--- config.mk ---
export PLATFORM = sky130hd
export DESIGN_NAME = id_ex_stage
export DESIGN_NICKNAME = d
export VERILOG_FILES = /design/src/rtl/id_ex_stage.sv
export SDC_FILE = /design/constraint.sdc
export NUM_CORES = 1
export LEC_CHECK = 0
export CELL_PAD_IN_SITES_DETAIL_PLACEMENT = 1
export CELL_PAD_IN_SITES_GLOBAL_PLACEMENT = 1
export CORE_MARGIN = 10
export CORE_UTILIZATION = 31
export CTS_BUF_LIST = sky130_fd_sc_hd__clkbuf_16
export DETAILED_ROUTE_END_ITERATION = 12
export PLACE_DENSITY = 0.8
export SLEW_MARGIN = 10
export SYNTH_ARGS = -nofsm -noshare
export SYNTH_HDL_FRONTEND = slang
export SYNTH_SLANG_ARGS = --single-unit
--- constraint.sdc ---
create_clock -name clk -period 6.7 [get_ports clk]
set_input_delay 1.005 -clock clk [delete_from_list [all_inputs] [get_ports clk]]
set_output_delay 1.005 -clock clk [all_outputs]
set_load 0.005 [all_outputs]
--- src/rtl/id_ex_stage.sv ---
// ID/EX pipeline register with MEM/WB operand forwarding, ALU operand select,
// branch/jump target generation and load-use hazard detection.
module id_ex_stage (
    input  logic        clk,
    input  logic        rst,
    input  logic        stall_e,
    input  logic        flush_e,
    input  logic        valid_d,
    input  logic [31:0] rd1_d,
    input  logic [31:0] rd2_d,
    input  logic [31:0] imm_d,
    input  logic [31:0] pc_d,
    input  logic [31:0] pc_plus4_d,
    input  logic [4:0]  rs1_d,
    input  logic [4:0]  rs2_d,
    input  logic [4:0]  rd_d,
    input  logic [5:0]  alu_control_d,
    input  logic        alu_src_d,
    input  logic        reg_write_d,
    input  logic        mem_write_d,
    input  logic        branch_d,
    input  logic        jump_d,
    input  logic        jalr_d,
    input  logic [1:0]  result_src_d,
    input  logic [4:0]  rd_m,
    input  logic [4:0]  rd_w,
    input  logic        reg_write_m,
    input  logic        reg_write_w,
    input  logic [31:0] alu_result_m,
    input  logic [31:0] result_w,
    output logic [31:0] src_a_e,
    output logic [31:0] src_b_e,
    output logic [5:0]  alu_control_e,
    output logic [31:0] write_data_e,
    output logic [31:0] pc_target_e,
    output logic [31:0] pc_plus4_e,
    output logic [4:0]  rd_e,
    output logic [1:0]  result_src_e,
    output logic        reg_write_e,
    output logic        mem_write_e,
    output logic        branch_e,
    output logic        jump_e,
    output logic        valid_e,
    output logic        load_use_stall
);

    // Control fields are zeroed by flush or by an invalid decode slot;
    // datapath fields simply follow decode whenever the stage loads.
    typedef struct packed {
        logic       valid;
        logic       reg_write;
        logic       mem_write;
        logic       branch;
        logic       jump;
        logic       jalr;
        logic [1:0] result_src;
        logic [4:0] rd;
    } ctrl_t;

    typedef struct packed {
        logic        alu_src;
        logic [5:0]  alu_control;
        logic [4:0]  rs1;
        logic [4:0]  rs2;
        logic [31:0] rd1;
        logic [31:0] rd2;
        logic [31:0] imm;
        logic [31:0] pc;
        logic [31:0] pc_plus4;
    } data_t;

    ctrl_t ctrl_e_q, ctrl_e_d;
    data_t data_e_q, data_e_d;

    always_comb begin
        ctrl_e_d = ctrl_e_q;
        data_e_d = data_e_q;
        if (flush_e) begin
            ctrl_e_d = '0;
        end else if (!stall_e) begin
            data_e_d.alu_src     = alu_src_d;
            data_e_d.alu_control = alu_control_d;
            data_e_d.rs1         = rs1_d;
            data_e_d.rs2         = rs2_d;
            data_e_d.rd1         = rd1_d;
            data_e_d.rd2         = rd2_d;
            data_e_d.imm         = imm_d;
            data_e_d.pc          = pc_d;
            data_e_d.pc_plus4    = pc_plus4_d;
            ctrl_e_d             = '0;
            if (valid_d) begin
                ctrl_e_d.valid      = 1'b1;
                ctrl_e_d.reg_write  = reg_write_d;
                ctrl_e_d.mem_write  = mem_write_d;
                ctrl_e_d.branch     = branch_d;
                ctrl_e_d.jump       = jump_d;
                ctrl_e_d.jalr       = jalr_d;
                ctrl_e_d.result_src = result_src_d;
                ctrl_e_d.rd         = rd_d;
            end
        end
    end

    always_ff @(posedge clk) begin
        if (!rst) begin
            ctrl_e_q <= '0;
            data_e_q <= '0;
        end else begin
            ctrl_e_q <= ctrl_e_d;
            data_e_q <= data_e_d;
        end
    end

    // MEM beats WB; x0 is never forwarded.
    function automatic logic [31:0] fwd(input logic [4:0] rs, input logic [31:0] reg_val,
                                        input logic [4:0] rdm, input logic rwm, input logic [31:0] valm,
                                        input logic [4:0] rdw, input logic rww, input logic [31:0] valw);
        logic [31:0] v;
        v = reg_val;
        if (rwm && (rdm != 5'd0) && (rdm == rs))      v = valm;
        else if (rww && (rdw != 5'd0) && (rdw == rs)) v = valw;
        return v;
    endfunction

    logic [31:0] fwd_a;
    logic [31:0] fwd_b;
    logic [31:0] b_sel;
    logic        is_shift;
    logic [31:0] target_sum;

    always_comb begin
        fwd_a = fwd(data_e_q.rs1, data_e_q.rd1, rd_m, reg_write_m, alu_result_m,
                    rd_w, reg_write_w, result_w);
        fwd_b = fwd(data_e_q.rs2, data_e_q.rd2, rd_m, reg_write_m, alu_result_m,
                    rd_w, reg_write_w, result_w);
        b_sel = data_e_q.alu_src ? data_e_q.imm : fwd_b;
        is_shift = (data_e_q.alu_control == 6'b000110) ||
                   (data_e_q.alu_control == 6'b001000) ||
                   (data_e_q.alu_control == 6'b001001);
        src_b_e = is_shift ? {27'd0, b_sel[4:0]} : b_sel;
        src_a_e = fwd_a;
        write_data_e = fwd_b;
        target_sum = (ctrl_e_q.jalr ? fwd_a : data_e_q.pc) + data_e_q.imm;
        pc_target_e = {target_sum[31:1], target_sum[0] & ~ctrl_e_q.jalr};
    end

    // The hazard unit answers this request with flush_e; no bubble is made here.
    assign load_use_stall = valid_d && ctrl_e_q.valid && (ctrl_e_q.result_src == 2'b01) &&
                            (ctrl_e_q.rd != 5'd0) &&
                            ((ctrl_e_q.rd == rs1_d) || (ctrl_e_q.rd == rs2_d));

    assign alu_control_e = data_e_q.alu_control;
    assign pc_plus4_e    = data_e_q.pc_plus4;
    assign rd_e          = ctrl_e_q.rd;
    assign result_src_e  = ctrl_e_q.result_src;
    assign reg_write_e   = ctrl_e_q.reg_write;
    assign mem_write_e   = ctrl_e_q.mem_write;
    assign branch_e      = ctrl_e_q.branch;
    assign jump_e        = ctrl_e_q.jump;
    assign valid_e       = ctrl_e_q.valid;

endmodule

==> results.toml <==
[timing]
max-slew-margin-rel_pct = 34.85
final.setup.tns_ns = 0
period_share_pct = 97.55
rsz0062_at_grt = "yes"
finalMaxSlewViolations = 0
period_needed_ns = 6.536
finClkSkew_ns = 0
finalHoldViolCount = 0
timing.fmax_mhz = 153.0
finalSetupViolations = 0
worst_pin_slew_ns = 0.9773

[synthesis]
syn-num-nets = 1771
ys.flop_type = "dfxtp_1"
synth_edf_count = 0
ys_async_sr_fraction_pct = 0
yosys.area_share.adder_pct = 3.575
synthCells = 1469
ys_seq_area_share_pct = 33.34
synth_mux_area_share_pct = 11.63
synth_top_family_by_area = "compound AO/OA/AOI/OAI gates"
yosys.area.top_type_share_pct = 33.34
ys_ff_latch = 190
synth-simple-area-share_pct = 19.48
synth-compound-area-share_pct = 21.31
avgSynthCellArea_um2 = 7.766
syn_area_um2 = 11410
ys_types = 57
synth-xor-area-share_pct = 3.915
yosys_warnings = 0
yosys-top-cells-area = "dfxtp_1 (33%), nand2_1 (14%), a21boi_0 (12%)"
synth_largest_area_cell = "dfxtp_1"

[cts]
htree_num_levels = 4
cts-hold-fix-buffers = 0
cts_tree = "yes"
numCtsBuffers = 17
cts.reportedPaths.clkPinSlew_ns = 0.07
worstSkewPairLatency_ns = 0.44
clock_sinks = 190
clockBufferDepth = 2
cts_root_buffer = "clkbuf_16"

[floorplan]
start_util_pct = 31.31
io_pins = 449
core_area_um2 = 36430
rows = 70
fp.dieW_um = 211.8
die_y_um = 211.8
dieArea_um2 = 44870

[drt]
drt_iter0_markers = 462
drc = 0
vias = 12124
post_drt_wl_per_cell_um = 22.90
firstDrtPassIters = 5
avgViaCountPerCell = 5.066
antenna_left = 0
routed_wl_um = 54800

[cells_and_area]
final_area_um2 = 17500
syn2layout_area_growth_pct = 53.38
post-route-util_pct = 48.03
layout-drive-gt1-share_pct = 11.48
nNetsFinal = 2206
final_cell_count_no_fill = 2393

[pwr]
power_density_nw_per_um2 = 169.7
p_leak_nw = 6.550
ir_drop_mv = 0.1820

[worst_setup_path]
cp.required_ns = 5.69
worstReg2RegEnd = "ctrl_e_q[7]"
start_kind = "primary input"
crit_arrival_ns = 5.53
endpoint_kind = "output pin"
crit_start = "rd_w[2]"
timing.rr.start = "ctrl_e_q[7]"
crit_fanout = 10
path_class = "in -> out"
reg2reg_depth = 3
setup.worst_path.end = "pc_target_e[28]"
rrSetupSlack_ns = 5.22

[place]
gp_congestion = 0.8929
io_buffer_count = 448
dp_cells = 2342
placed_area_um2 = 16610
place_hpwl_um = 42830

[flow_run]
cap_violations = 0

[grt]
grt.overflow.total = 0
grt_pass1_vias = 13029
gr-usage-all-layers_pct = 23.75
grt_first_pass_wirelength_um = 80940
grt_max_degree = 116
antenna_found_initial = 14

[hold_path]
holdCritPathClass = "reg -> reg"

[outcome]
status = "finished clean"
sequential cells by signal, summed over array words and instances (netlist names):
name / flops
pc_plus4_e: 32
valid_e: 1
result_src_e: 2
reg_write_e: 1
ctrl_e_q: 1
branch_e: 1
rd_e: 5
mem_write_e: 1
jump_e: 1
data_e_q: 139
alu_control_e: 6
through the flow:
| step | hold slack [ns] | setup slack, ns | total power, mW |
|---|---|---|---|
| after floorplan | 0.4410 | 0.9715 | 1.495 |
| after global placement | 0.4510 | 0.02065 | 1.929 |
| after detailed placement | 0.4587 | -0.1597 | 1.942 |
| after CTS | 0.4690 | -0.03062 | 2.997 |
| after global routing | 0.4847 | -0.04325 | 3.104 |
| final | 0.4648 | 0.1640 | 2.970 |
worst max-delay path: stages:
cell	delay, ns
clkdlybuf4s50_1	0.49
nor4_1	0.07
or3_1	0.36
a211oi_4	0.30
buf_12	0.18
buf_12	0.12
buf_4	0.11
mux2i_1	0.18
o21ai_1	0.10
mux2_2	0.28
ha_1	0.34
and4_4	0.26
nand2_1	0.07
a211oi_2	0.27
o21ai_2	0.16
o311ai_2	0.25
buf_4	0.18
a31oi_1	0.10
xnor2_1	0.16
clkdlybuf4s50_1	0.53
layer usage:
layer | global-route usage (%) | wire length [µm]
met1 | 26.07 | 21940
met2 | 42.13 | 27460
met3 | 7.927 | 4237
met4 | 7.711 | 1079
met5 | 0 | 86
cells in the mapped netlist, drive strengths merged, types with 3 or more instances:
cell / n
a211oi: 9
a22oi: 12
nand2b: 3
mux2: 36
a21oi: 28
nand3: 13
clkbuf: 81
nand4: 4
mux2i: 92
nor4: 3
nand2: 440
o21bai: 4
a31oi: 3
nor2: 57
o211ai: 5
a21boi: 179
dfxtp: 190
xor2: 17
buf: 63
inv: 14
nor2b: 5
nor3: 10
ha: 31
xnor2: 34
o21ai: 82
a21o: 14
how the worst min path moves through the flow:
stage / startpoint / to / cells past startpoint
after global placement: data_e_q[52] / data_e_q[52] / 2
after CTS: data_e_q[135] / data_e_q[135] / 2
final: data_e_q[135] / data_e_q[135] / 2
after floorplan: data_e_q[32] / data_e_q[32] / 2
after global routing: pc_plus4_e[20] / pc_plus4_e[20] / 2
after detailed placement: data_e_q[135] / data_e_q[135] / 2
report_power, final:
part	leakage, nW	total (mW)	switching [mW]	internal, mW
clock network	0.281	1.05	0.468	0.579
registers	1.55	1.22	0.0408	1.18
logic	4.72	0.703	0.306	0.397
total	6.55	2.97	0.815	2.16
logic make-up (layout without fill, tap and decap cells):
family,Yosys count,after routing
adders and majority gates,32,32
and+or+nand+nor,554,554
xor gates and xnor gates,51,51
muxes,128,128
other,0,9
DFF,190,190
AOI/OAI and AO/OA,356,356
buffers and inverters,158,605
what timing repair did:
action                                  CTS  global route
cloned                                    0             0
setup buffers                             0            11
gates resized for setup                   7            40
endpoints found under the setup margin   11            17
pin swaps                                 2             4
placed cells by master, fill, tap and decap left out, drive strengths merged, types with 5 or more instances in the layout:
cell,count
nand2,440
nor2b,5
a21boi,179
xor2,17
diode,9
inv,15
xnor2,34
o21ai,82
mux2i,92
buf,113
a22oi,12
a21oi,28
ha,31
clkbuf,17
a211oi,9
dlymetal6s2s,5
nor3,10
o211ai,5
nand3,13
clkdlybuf4s50,442
mux2,36
dfxtp,190
a21o,14
clkinv,7
nor2,57
area by class of cell:
class / instances / area (µm²)
fill: 4361 / 18940
multi-input combinational: 1121 / 7048
timing repair buffer: 560 / 5405
sequential: 190 / 3806
tap: 468 / 585.6
clock buffer: 17 / 425.4
clock inverter: 14 / 152.6
inverter: 14 / 52.55
antenna: 9 / 22.52
(Power assumes the default switching activity.)
